==> config.mk <==
export PLATFORM = sky130hd
export DESIGN_NAME = ts_stream_generator
export DESIGN_NICKNAME = d
export VERILOG_FILES = /design/src/rtl/ts_gen_pkg.sv /design/src/rtl/ts_gen_regs.sv /design/src/rtl/ts_stream_generator.sv
export SDC_FILE = /design/constraint.sdc
export NUM_CORES = 1
export LEC_CHECK = 0
export CAP_MARGIN = 20
export CORE_MARGIN = 5
export CORE_UTILIZATION = 40
export CTS_BUF_LIST = sky130_fd_sc_hd__clkbuf_8
export DETAILED_ROUTE_END_ITERATION = 12
export PLACE_DENSITY = 0.72
export RECOVER_POWER = 100
export SKIP_LAST_GASP = 1
export SYNTH_ARGS = -nofsm -noshare
export SYNTH_HDL_FRONTEND = slang
export SYNTH_SLANG_ARGS = --single-unit
==> constraint.sdc <==
create_clock -name clk -period 4 [get_ports clk]
set_input_delay 1.2 -clock clk [delete_from_list [all_inputs] [get_ports clk]]
set_output_delay 1.2 -clock clk [all_outputs]
set_load 0.01 [all_outputs]
==> src/rtl/ts_gen_pkg.sv <==
// Shared definitions for the TS stream generator: fixed header constants, register
// byte addresses and the FSM state encoding.
package ts_gen_pkg;

  localparam logic [7:0]  SYNC_BYTE = 8'h47;
  localparam int unsigned HDR_LEN   = 4;

  localparam logic [7:0] ADDR_CTRL    = 8'h00;
  localparam logic [7:0] ADDR_PID     = 8'h04;
  localparam logic [7:0] ADDR_GAP     = 8'h08;
  localparam logic [7:0] ADDR_PKT_CNT = 8'h0C;
  localparam logic [7:0] ADDR_ERR_INJ = 8'h10;

  typedef enum logic [1:0] {
    IDLE = 2'd0,
    EMIT = 2'd1,
    PACE = 2'd2
  } ts_state_e;

endpackage

==> src/rtl/ts_gen_regs.sv <==
// Register file for the TS stream generator.
// Holds CTRL/PID/GAP, the completed-packet counter and (with TS_ERR_INJECT_EN defined)
// the one-shot error-injection pending bits. Reads are registered and hold between reads.
// Ports:
//   clk, rst_n                 clock, async active-low reset
//   mm_write_en/mm_read_en     bus strobes
//   mm_addr, mm_wdata          bus address / write data
//   mm_rdata                   registered read data
//   pkt_done                   last byte of a packet is being emitted
//   pkt_start                  byte 0 of a packet is being emitted (consumes pending errors)
//   enable, pay_mode, pid, gap live configuration
//   inj_cc_skip, inj_bad_sync  pending injection bits (tied 0 without TS_ERR_INJECT_EN)
module ts_gen_regs #(
  parameter logic [12:0] DEFAULT_PID = 13'h0100,
  parameter logic [7:0]  DEFAULT_GAP = 8'd0
) (
  input  logic        clk,
  input  logic        rst_n,
  input  logic        mm_write_en,
  input  logic        mm_read_en,
  input  logic [7:0]  mm_addr,
  input  logic [31:0] mm_wdata,
  output logic [31:0] mm_rdata,
  input  logic        pkt_done,
  input  logic        pkt_start,
  output logic        enable,
  output logic        pay_mode,
  output logic [12:0] pid,
  output logic [7:0]  gap,
  output logic        inj_cc_skip,
  output logic        inj_bad_sync
);
  import ts_gen_pkg::*;

  logic [1:0]  ctrl_q;
  logic [12:0] pid_q;
  logic [7:0]  gap_q;
  logic [31:0] cnt_q;
  logic [31:0] rdata_q;
  logic [31:0] rdata_mux;
  logic        en_rise;
  logic        unused_wdata;

  assign unused_wdata = ^mm_wdata[31:13];

  // Counter restarts whenever software turns the generator on from off.
  assign en_rise = mm_write_en && (mm_addr == ADDR_CTRL) && mm_wdata[0] && !ctrl_q[0];

`ifdef TS_ERR_INJECT_EN
  logic [1:0] inj_q;

  always_ff @(posedge clk or negedge rst_n) begin
    if (!rst_n) begin
      inj_q <= 2'b00;
    end else if (mm_write_en && (mm_addr == ADDR_ERR_INJ)) begin
      inj_q <= mm_wdata[1:0];
    end else if (pkt_start) begin
      inj_q <= 2'b00;
    end
  end

  assign inj_cc_skip  = inj_q[0];
  assign inj_bad_sync = inj_q[1];
`else
  logic unused_pkt_start;
  assign unused_pkt_start = pkt_start;
  assign inj_cc_skip      = 1'b0;
  assign inj_bad_sync     = 1'b0;
`endif

  always_comb begin
    rdata_mux = 32'd0;
    case (mm_addr)
      ADDR_CTRL:    rdata_mux = {30'd0, ctrl_q};
      ADDR_PID:     rdata_mux = {19'd0, pid_q};
      ADDR_GAP:     rdata_mux = {24'd0, gap_q};
      ADDR_PKT_CNT: rdata_mux = cnt_q;
`ifdef TS_ERR_INJECT_EN
      ADDR_ERR_INJ: rdata_mux = {30'd0, inj_q};
`endif
      default:      rdata_mux = 32'd0;
    endcase
  end

  always_ff @(posedge clk or negedge rst_n) begin
    if (!rst_n) begin
      ctrl_q  <= 2'b00;
      pid_q   <= DEFAULT_PID;
      gap_q   <= DEFAULT_GAP;
      cnt_q   <= 32'd0;
      rdata_q <= 32'd0;
    end else begin
      if (mm_write_en) begin
        case (mm_addr)
          ADDR_CTRL: ctrl_q <= mm_wdata[1:0];
          ADDR_PID:  pid_q  <= mm_wdata[12:0];
          ADDR_GAP:  gap_q  <= mm_wdata[7:0];
          default:   ;
        endcase
      end
      if (en_rise) begin
        cnt_q <= {31'd0, pkt_done};
      end else if (pkt_done) begin
        cnt_q <= cnt_q + 32'd1;
      end
      // Mux sees pre-write values, so a same-cycle read returns the old contents.
      if (mm_read_en) begin
        rdata_q <= rdata_mux;
      end
    end
  end

  assign mm_rdata = rdata_q;
  assign enable   = ctrl_q[0];
  assign pay_mode = ctrl_q[1];
  assign pid      = pid_q;
  assign gap      = gap_q;

endmodule

==> src/rtl/ts_stream_generator.sv <==
// MPEG-2 TS packet source: emits PKT_LEN-byte packets as a byte stream with valid/sync
// strobes, paced by a programmable idle gap, configured over an 8-bit-addr/32-bit-data bus.
// Optional error injection (register 0x10) is compiled in with TS_ERR_INJECT_EN.
// Ports:
//   clk, rst_n                    clock, async active-low reset
//   mm_write_en, mm_read_en       bus strobes
//   mm_addr, mm_wdata, mm_rdata   bus address, write data, registered read data
//   valid_out, sync_out           byte strobe, header-byte-0 strobe
//   ts_data_out                   stream byte
//   busy                          packet in progress
module ts_stream_generator #(
  parameter int unsigned PKT_LEN     = 188,
  parameter logic [12:0] DEFAULT_PID = 13'h0100,
  parameter logic [7:0]  DEFAULT_GAP = 8'd0
) (
  input  logic        clk,
  input  logic        rst_n,
  input  logic        mm_write_en,
  input  logic        mm_read_en,
  input  logic [7:0]  mm_addr,
  input  logic [31:0] mm_wdata,
  output logic [31:0] mm_rdata,
  output logic        valid_out,
  output logic        sync_out,
  output logic [7:0]  ts_data_out,
  output logic        busy
);
  import ts_gen_pkg::*;

  localparam int unsigned IW = $clog2(PKT_LEN);
  localparam logic [IW-1:0] LAST_IDX = IW'(PKT_LEN - 1);

  logic        enable, pay_mode, inj_cc_skip, inj_bad_sync;
  logic [12:0] pid;
  logic [7:0]  gap;
  logic        pkt_done, pkt_start, emit;

  ts_state_e   state_q, state_d;
  logic [IW-1:0] idx_q, idx_d, nxt, off;
  logic [7:0]  gap_cnt_q, gap_cnt_d;
  logic [3:0]  cc_q, cc_d;
  logic [12:0] pid_sh_q, pid_sh_d;
  logic [7:0]  gap_sh_q, gap_sh_d;
  logic        pay_sh_q, pay_sh_d;
  logic        valid_q, valid_d, sync_q, sync_d, busy_q, busy_d;
  logic [7:0]  data_q, data_d;

  ts_gen_regs #(
    .DEFAULT_PID (DEFAULT_PID),
    .DEFAULT_GAP (DEFAULT_GAP)
  ) u_regs (
    .clk          (clk),
    .rst_n        (rst_n),
    .mm_write_en  (mm_write_en),
    .mm_read_en   (mm_read_en),
    .mm_addr      (mm_addr),
    .mm_wdata     (mm_wdata),
    .mm_rdata     (mm_rdata),
    .pkt_done     (pkt_done),
    .pkt_start    (pkt_start),
    .enable       (enable),
    .pay_mode     (pay_mode),
    .pid          (pid),
    .gap          (gap),
    .inj_cc_skip  (inj_cc_skip),
    .inj_bad_sync (inj_bad_sync)
  );

  // Byte index that the current edge would present if it emits.
  assign nxt = ((state_q == IDLE) || (idx_q == LAST_IDX)) ? '0 : idx_q + IW'(1);
  assign off = nxt - IW'(HDR_LEN);

  always_comb begin
    state_d   = state_q;
    idx_d     = idx_q;
    gap_cnt_d = gap_cnt_q;
    cc_d      = cc_q;
    pid_sh_d  = pid_sh_q;
    gap_sh_d  = gap_sh_q;
    pay_sh_d  = pay_sh_q;
    busy_d    = busy_q;
    valid_d   = 1'b0;
    sync_d    = 1'b0;
    data_d    = 8'd0;
    emit      = 1'b0;
    pkt_done  = 1'b0;
    pkt_start = 1'b0;

    case (state_q)
      IDLE: begin
        busy_d = 1'b0;
        emit   = enable;
      end
      EMIT: begin
        // Enable is only honoured at a packet boundary, so packets are never truncated.
        if ((idx_q == LAST_IDX) && !enable) begin
          state_d = IDLE;
          busy_d  = 1'b0;
        end else if (gap_sh_q != 8'd0) begin
          state_d   = PACE;
          gap_cnt_d = gap_sh_q;
        end else begin
          emit = 1'b1;
        end
      end
      PACE: begin
        if (gap_cnt_q <= 8'd1) begin
          emit = 1'b1;
        end else begin
          gap_cnt_d = gap_cnt_q - 8'd1;
        end
      end
      default: state_d = IDLE;
    endcase

    if (emit) begin
      state_d = EMIT;
      busy_d  = 1'b1;
      valid_d = 1'b1;
      idx_d   = nxt;
      if (nxt == '0) begin
        // Configuration is sampled once per packet so mid-packet writes wait a packet.
        pkt_start = 1'b1;
        pid_sh_d  = pid;
        gap_sh_d  = gap;
        pay_sh_d  = pay_mode;
        sync_d    = 1'b1;
        data_d    = inj_bad_sync ? 8'h00 : SYNC_BYTE;
        if (inj_cc_skip) begin
          cc_d = cc_q + 4'd1;
        end
      end else if (nxt == IW'(1)) begin
        data_d = {3'b000, pid_sh_q[12:8]};
      end else if (nxt == IW'(2)) begin
        data_d = pid_sh_q[7:0];
      end else if (nxt == IW'(3)) begin
        data_d = {4'b0001, cc_q};
      end else begin
        data_d = pay_sh_q ? 8'hFF : 8'(off);
      end
      if (nxt == LAST_IDX) begin
        pkt_done = 1'b1;
        cc_d     = cc_q + 4'd1;
      end
    end
  end

  always_ff @(posedge clk or negedge rst_n) begin
    if (!rst_n) begin
      state_q   <= IDLE;
      idx_q     <= '0;
      gap_cnt_q <= 8'd0;
      cc_q      <= 4'd0;
      pid_sh_q  <= DEFAULT_PID;
      gap_sh_q  <= DEFAULT_GAP;
      pay_sh_q  <= 1'b0;
      valid_q   <= 1'b0;
      sync_q    <= 1'b0;
      data_q    <= 8'd0;
      busy_q    <= 1'b0;
    end else begin
      state_q   <= state_d;
      idx_q     <= idx_d;
      gap_cnt_q <= gap_cnt_d;
      cc_q      <= cc_d;
      pid_sh_q  <= pid_sh_d;
      gap_sh_q  <= gap_sh_d;
      pay_sh_q  <= pay_sh_d;
      valid_q   <= valid_d;
      sync_q    <= sync_d;
      data_q    <= data_d;
      busy_q    <= busy_d;
    end
  end

  assign valid_out   = valid_q;
  assign sync_out    = sync_q;
  assign ts_data_out = data_q;
  assign busy        = busy_q;

endmodule
==> impl_metrics.tcl, run 1 <==
set metrics [dict create \
    status "finished, violations left" \
    violations "capacitance limit, slew limit" \
    grt_pass1_wl_um 28500 \
    hold_end "busy" \
    antenna_found_initial 0 \
    drt_iter0_drc 478 \
    wl_per_cell_um 16.5 \
    synth_top_area_cell "dfrtp_1" \
    post_cts_resized 0 \
    dp_hpwl_um 11700 \
    grt_max_degree 100 \
    num_rows 49 \
    ios 87 \
    nets 821 \
    vias_per_cell 5.45 \
    crit_fanout 22 \
    ir_worst_vdd_mv 0.417 \
    final_core_util_pct 46.8 \
    power.density_mw_per_mm2 601 \
    min-delay-start "busy" \
    cp-start-kind "register" \
    insertion_delay_ns 0.45 \
    end_kind "register" \
    yosysTopAreaCellShare_pct 48.9 \
    timing.rr.end "gap_sh_q[4]" \
    grt_usage_pct 17.2 \
    r2r_cells 7 \
    synth_seq_cells 142 \
    drc 0 \
    min_path_type "reg2reg" \
    hold_violations 0 \
    netlist_instances 710 \
    slew-limit-headroom_pct -65.4 \
    drt_wl_total_um 16700 \
    post_dp_cell_area_sq_mm 0.00804 \
    setup_tns_ns 0 \
    ant_nets 0 \
    synth-edff-count 0 \
    setup-violations-final 0 \
    tightest_slew_ns 2.48 \
    syn-num-nets 761 \
    gp_congestion 0.837 \
    rsz0062_at_grt "no" \
    power_mw 5.01 \
    clk_path_buf_depth 2 \
    grt_pass1_vias 5521 \
    core_area_sq_mm 0.0178 \
    synthFlopType "dfrtp_1" \
    clockRootBuffer "clkbuf_8" \
    area_growth_pct 16.3 \
    fmax_mhz 270 \
    numCtsBuffers 17 \
    vias 5513 \
    cp_data_arrival_time_ns 4.04 \
    critPathKind "reg2reg" \
    cts_sinks 142 \
    r2r_setup_slack_ns 0.29 \
    dr.pass1.iters 5 \
    ys_async_sr_fraction_pct 100 \
    ys_seq_area_share_pct 49.7 \
    rr_startpoint "idx_q[1]" \
    start_util_pct 40.3 \
    clk_pin_slew_ns 0.08 \
    hold_ws_ns 0.474 \
    ys_types 67 \
    cts_hold_buf 0 \
    hold_depth 1 \
    die_h_um 144 \
    num_antenna_cells 0 \
    postCtsSetupBuffers 0 \
    dieWidth_um 144 \
    ys_warn_count 0 \
    cts_tree "done" \
    overflow 0 \
    dieArea_sq_mm 0.0207 \
    synth_area_per_cell_sq_um 10.1 \
    finalCritPeriodShare_pct 92.7 \
    final_cell_area_sq_mm 0.00833 \
    port_buffers 67 \
    fin_skew_ns 0.0108 \
    drive_gt1_share_pct 11.3 \
    cap_violations 1 \
    synth.area.top_cells "dfrtp_1, mux2_2, o21ai_0" \
    cellLeakagePower_nw 3.68 \
    synthesis.area_sq_mm 0.00716 \
    drv_slew 44 \
    htreeDepth 4 \
    period_needed_ns 3.71 \
    cp_data_required_time_ns 4.33 \
]
==> metal layers <==
metal	part of all wire [%]	track usage, %
met1	46	23.5
met2	48	27.1
met3	4.5	4.23
met4	1.6	5.40
met5	0	0
==> cell usage after synthesis, types with 7 or more instances <==
cell,number
a21oi_1,42
and3_1,8
buf_2,8
clkbuf_1,20
dfrtp_1,140
ha_1,7
inv_1,47
mux2_1,18
mux2_2,32
mux2i_1,8
nand2_1,72
nand3_1,23
nand4_1,17
nor2_1,31
nor3_1,9
nor4_1,7
o21ai_0,63
o22ai_1,14
o31ai_1,11
or3_1,21
or4_1,13
==> state kept, by name (all words and copies together), names as in the netlist, 4 cells and up <==
signal and count:
u_regs.cnt_q 32, u_regs.mm_rdata 32, pid_sh_q 13, u_regs.pid 13
gap_cnt_q 8, gap_sh_q 8, idx_q 8, ts_data_out 8
u_regs.gap 8, cc_q 4
==> per-stage QoR <==
step | setup WS [ns] | std cells
3_3_place_gp | 0.516 | 980
5_1_grt | 0.119 | 1011
3_5_place_dp | 0.493 | 980
6_report | 0.292 | 1011
4_1_cts | 0.475 | 1011
2_1_floorplan | 0.877 | 710
==> power breakdown <==
part	switching [mW]	internal (mW)
Clock	0.532	0.541
Combinational	1.26	0.767
Sequential	0.213	1.70
==> worst max path at each step <==
stage                     startpoint               end  depth (start not counted)
after floorplan             idx_q[1]  u_regs.cnt_q[24]                         14
after global placement    mm_addr[5]     u_regs.gap[2]                          6
after detailed placement  mm_addr[5]     u_regs.gap[0]                          6
after CTS                   idx_q[1]  u_regs.cnt_q[23]                         12
after global routing        idx_q[1]       gap_sh_q[0]                          7
final                       idx_q[1]       gap_sh_q[4]                          7
==> layout make-up <==
type	instances	area, sq um
fillers	1683	9450
flip-flops and latches	142	3560
multi-input cells	479	3170
repair buffers	82	776
clock buffers	21	289
well taps	229	287
inverters	48	180
clock inverters	10	73.8
==> cell families after synthesis <==
kind of cell             after synthesis  share of synthesized area, %
AO/OA/AOI/OAI                        166                          14.2
XOR/XNOR                              12                          1.73
adder cells (fa/ha/maj)                7                          1.22
buffers and inverters                 89                          5.59
flip-flops                           142                          49.7
multiplexers                          60                          9.61
AND/OR/NAND/NOR                      234                          18.0
==> critical path: stages (launching register included) <==
cell and delay, ns:
dfrtp_1 0.47, ha_1 0.33, or4_1 0.52, a22oi_1 0.85, a41oi_1 0.33, nor2_2 0.19, clkbuf_2 0.50, mux2_2 0.40
==> placed cells by master, fill, tap and decap left out, drive strengths merged, types with 3 or more instances in the layout <==
cell,instances
a21oi,42
a22o,3
a22oi,7
a31oi,5
and3,8
and4,3
buf,7
clkbuf,30
clkdlybuf4s50,21
clkinv,5
dfrtp,140
dlygate4sd3,45
ha,7
inv,51
mux2,50
mux2i,8
nand2,72
nand2b,5
nand3,25
nand4,21
nor2,32
nor2b,6
nor3,10
nor4,8
o21a,4
o21ai,64
o22ai,14
o31ai,11
or3,22
or4,13
xnor2,7
xor2,5
Power figures use the tool's default switching activity.
==> run 2, diff against run 1 <==
==> constraint.sdc (replaced) <==
create_clock -name clk -period 4 [get_ports clk]
set_input_delay 0.8 -clock clk [delete_from_list [all_inputs] [get_ports clk]]
set_output_delay 0.8 -clock clk [all_outputs]
set_load 0.01 [all_outputs]
==> run 2 against run 1 <==
  * The flow still finishes with violations (capacitance limit, slew limit)
  * Worst hold slack better by 0.012 ns
  * Critical endpoint is now pid_sh_q[12]
  * Power grew 4.0%
  * Clock-buffer cell count decreased by 2
  * Register-to-register slack got worse by 0.07 ns
  * Global-route usage hardly changed
  * Critical path type unchanged
  * Non-clock buffer count increased by 2
  * Via count is 3.1% higher
  * Sequential cell count unchanged
  * Largest power group unchanged
  * Sequential share of layout area down 0.41 points
  * Clock skew down 0.00079 ns
==> impl_metrics.tcl, run 2 (same netlist as run 1, synthesis figures left out) <==
set metrics [dict create \
    rsz0062_at_grt "no" \
    num_rows 49 \
    drc 0 \
    setup_tns_ns 0 \
    path_delay_family "compound AO/OA/AOI/OAI gates" \
    core_area_sq_mm 0.0178 \
    area_growth_pct 17.4 \
    start_util_pct 40.3 \
    tightest_slew_ns 2.36 \
    insertion_delay_ns 0.45 \
    drt_iter0_drc 380 \
    htreeDepth 4 \
    clk_pin_slew_ns 0.08 \
    slew-limit-headroom_pct -57.5 \
    status "finished, violations left" \
    drive_gt1_share_pct 11.3 \
    vias_per_cell 5.60 \
    gp_congestion 0.847 \
    cellLeakagePower_nw 3.71 \
    final_cell_mix "dfrtp_1, nand2_1, o21ai_0, inv_1, dlygate4sd3_1" \
    cts_sinks 142 \
    die_h_um 144 \
    drt_wl_total_um 17000 \
    swShare_pct 39.0 \
    postCtsSetupBuffers 0 \
    combPwrFrac_pct 39.1 \
    dr.pass1.iters 5 \
    cts_hold_buf 0 \
    finalCritPeriodShare_pct 94.5 \
    fill_cells 1658 \
    crit_buf_inv 1 \
    power.density_mw_per_mm2 619 \
    numCtsBuffers 17 \
    clkPwrFrac_pct 24.1 \
    drv_slew 94 \
    hold_violations 0 \
    dieArea_sq_mm 0.0207 \
    antenna_found_initial 0 \
    cp_data_required_time_ns 4.34 \
    cts_tree "done" \
    ant_nets 0 \
    nets 823 \
    dieWidth_um 144 \
    min_path_type "reg2reg" \
    grt_pass1_vias 5673 \
    post_cts_resized 0 \
    path_cells "ha_1 > or4_1 > a22oi_1 > a41oi_2 > nor2_1 > clkbuf_2 > mux2_2" \
    grt_usage_pct 17.2 \
    cap_violations 1 \
    vias 5683 \
    cp-start-kind "register" \
    setup-violations-final 0 \
    fmax_mhz 265 \
    overflow 0 \
    port_buffers 67 \
    power_mw 5.21 \
    wl_per_cell_um 16.8 \
    end_kind "register" \
    crit_fanout 22 \
    dp_hpwl_um 11800 \
    clk_path_buf_depth 2 \
    cp_data_arrival_time_ns 4.12 \
    cpMaxStageDelayCell "a22oi_1" \
    power.switching_mw 2.03 \
    slowest_delay_ns 0.92 \
    num_antenna_cells 0 \
    ios 87 \
    period_needed_ns 3.78 \
    grt_pass1_wl_um 28400 \
    grt_max_degree 94 \
    clockRootBuffer "clkbuf_8" \
    critPathKind "reg2reg" \
    layout_commonest_cell "dfrtp_1" \
    p_seq_share_pct 36.8 \
    fin_skew_ns 0.00996 \
    ir_worst_vdd_mv 0.323 \
    violations "capacitance limit, slew limit" \
    internal_power_mw 3.17 \
]
[run 2: layout make-up]
class	instances	area [sq um]	share of cell area, %
Sequential cell	142	3560	42.3
Multi-Input combinational cell	479	3180	37.8
Timing Repair Buffer	84	771	9.17
Tap cell	229	287	3.41
Clock buffer	19	262	3.11
Inverter	48	180	2.14
Clock inverter	13	171	2.04
[run 2: path summary, 6_finish.rpt]
| check | slack [ns] | start | to | cells past startpoint |
|---|---|---|---|---|
| min | 0.49 | pid_sh_q[1] | pid_sh_q[1] | 1 |
| min in group asynchronous | 1.00 | rst_n | valid_out | 1 |
| min reg2reg | 0.49 | pid_sh_q[1] | pid_sh_q[1] | 1 |
| max reg2reg | 0.22 | idx_q[1] | pid_sh_q[12] | 7 |
| max in group asynchronous | 0.78 | rst_n | u_regs.cnt_q[14] | 2 |
| max | 0.22 | idx_q[1] | pid_sh_q[12] | 7 |
[run 2: stage by stage]
stage / util (%) / std cells / setup slack [ns] / cell area (sq um) / hold slack, ns
after floorplan: - / 710 / 0.877 / 7160 / 0.445
after global placement: 45.3 / 982 / 0.638 / 8060 / 0.462
after detailed placement: 45.3 / 982 / 0.584 / 8060 / 0.472
after CTS: 47.8 / 1014 / 0.530 / 8490 / 0.428
after global routing: 47.3 / 1014 / 0.117 / 8410 / 0.502
final: 47.3 / 1014 / 0.220 / 8410 / 0.486
[run 2: routing by layer]
metal  global-route usage [%]  vias to the layer above  wire (um)
li1                         -                     2678          -
met4                     5.55                        0        338
met5                        0                        -          0
met3                     3.93                       26        788
met1                     23.2                     2834       7730
met2                     27.6                      145       8140
[run 2: power groups by stage]
stage,clock network [mW],logic [mW],registers [mW]
3_3_place_gp,0,2.06,1.93
3_5_place_dp,0,2.10,1.94
5_1_grt,1.34,2.26,1.94
6_report,1.26,2.03,1.92
4_1_cts,1.28,2.12,1.91
2_1_floorplan,0,1.56,1.85
==> run 3, diff against run 2 <==
SKIP_CTS_REPAIR_TIMING = 1   (was unset)
==> results of run 3 <==
Same layout as run 2: the final DEF is identical, and so are final timing and power.
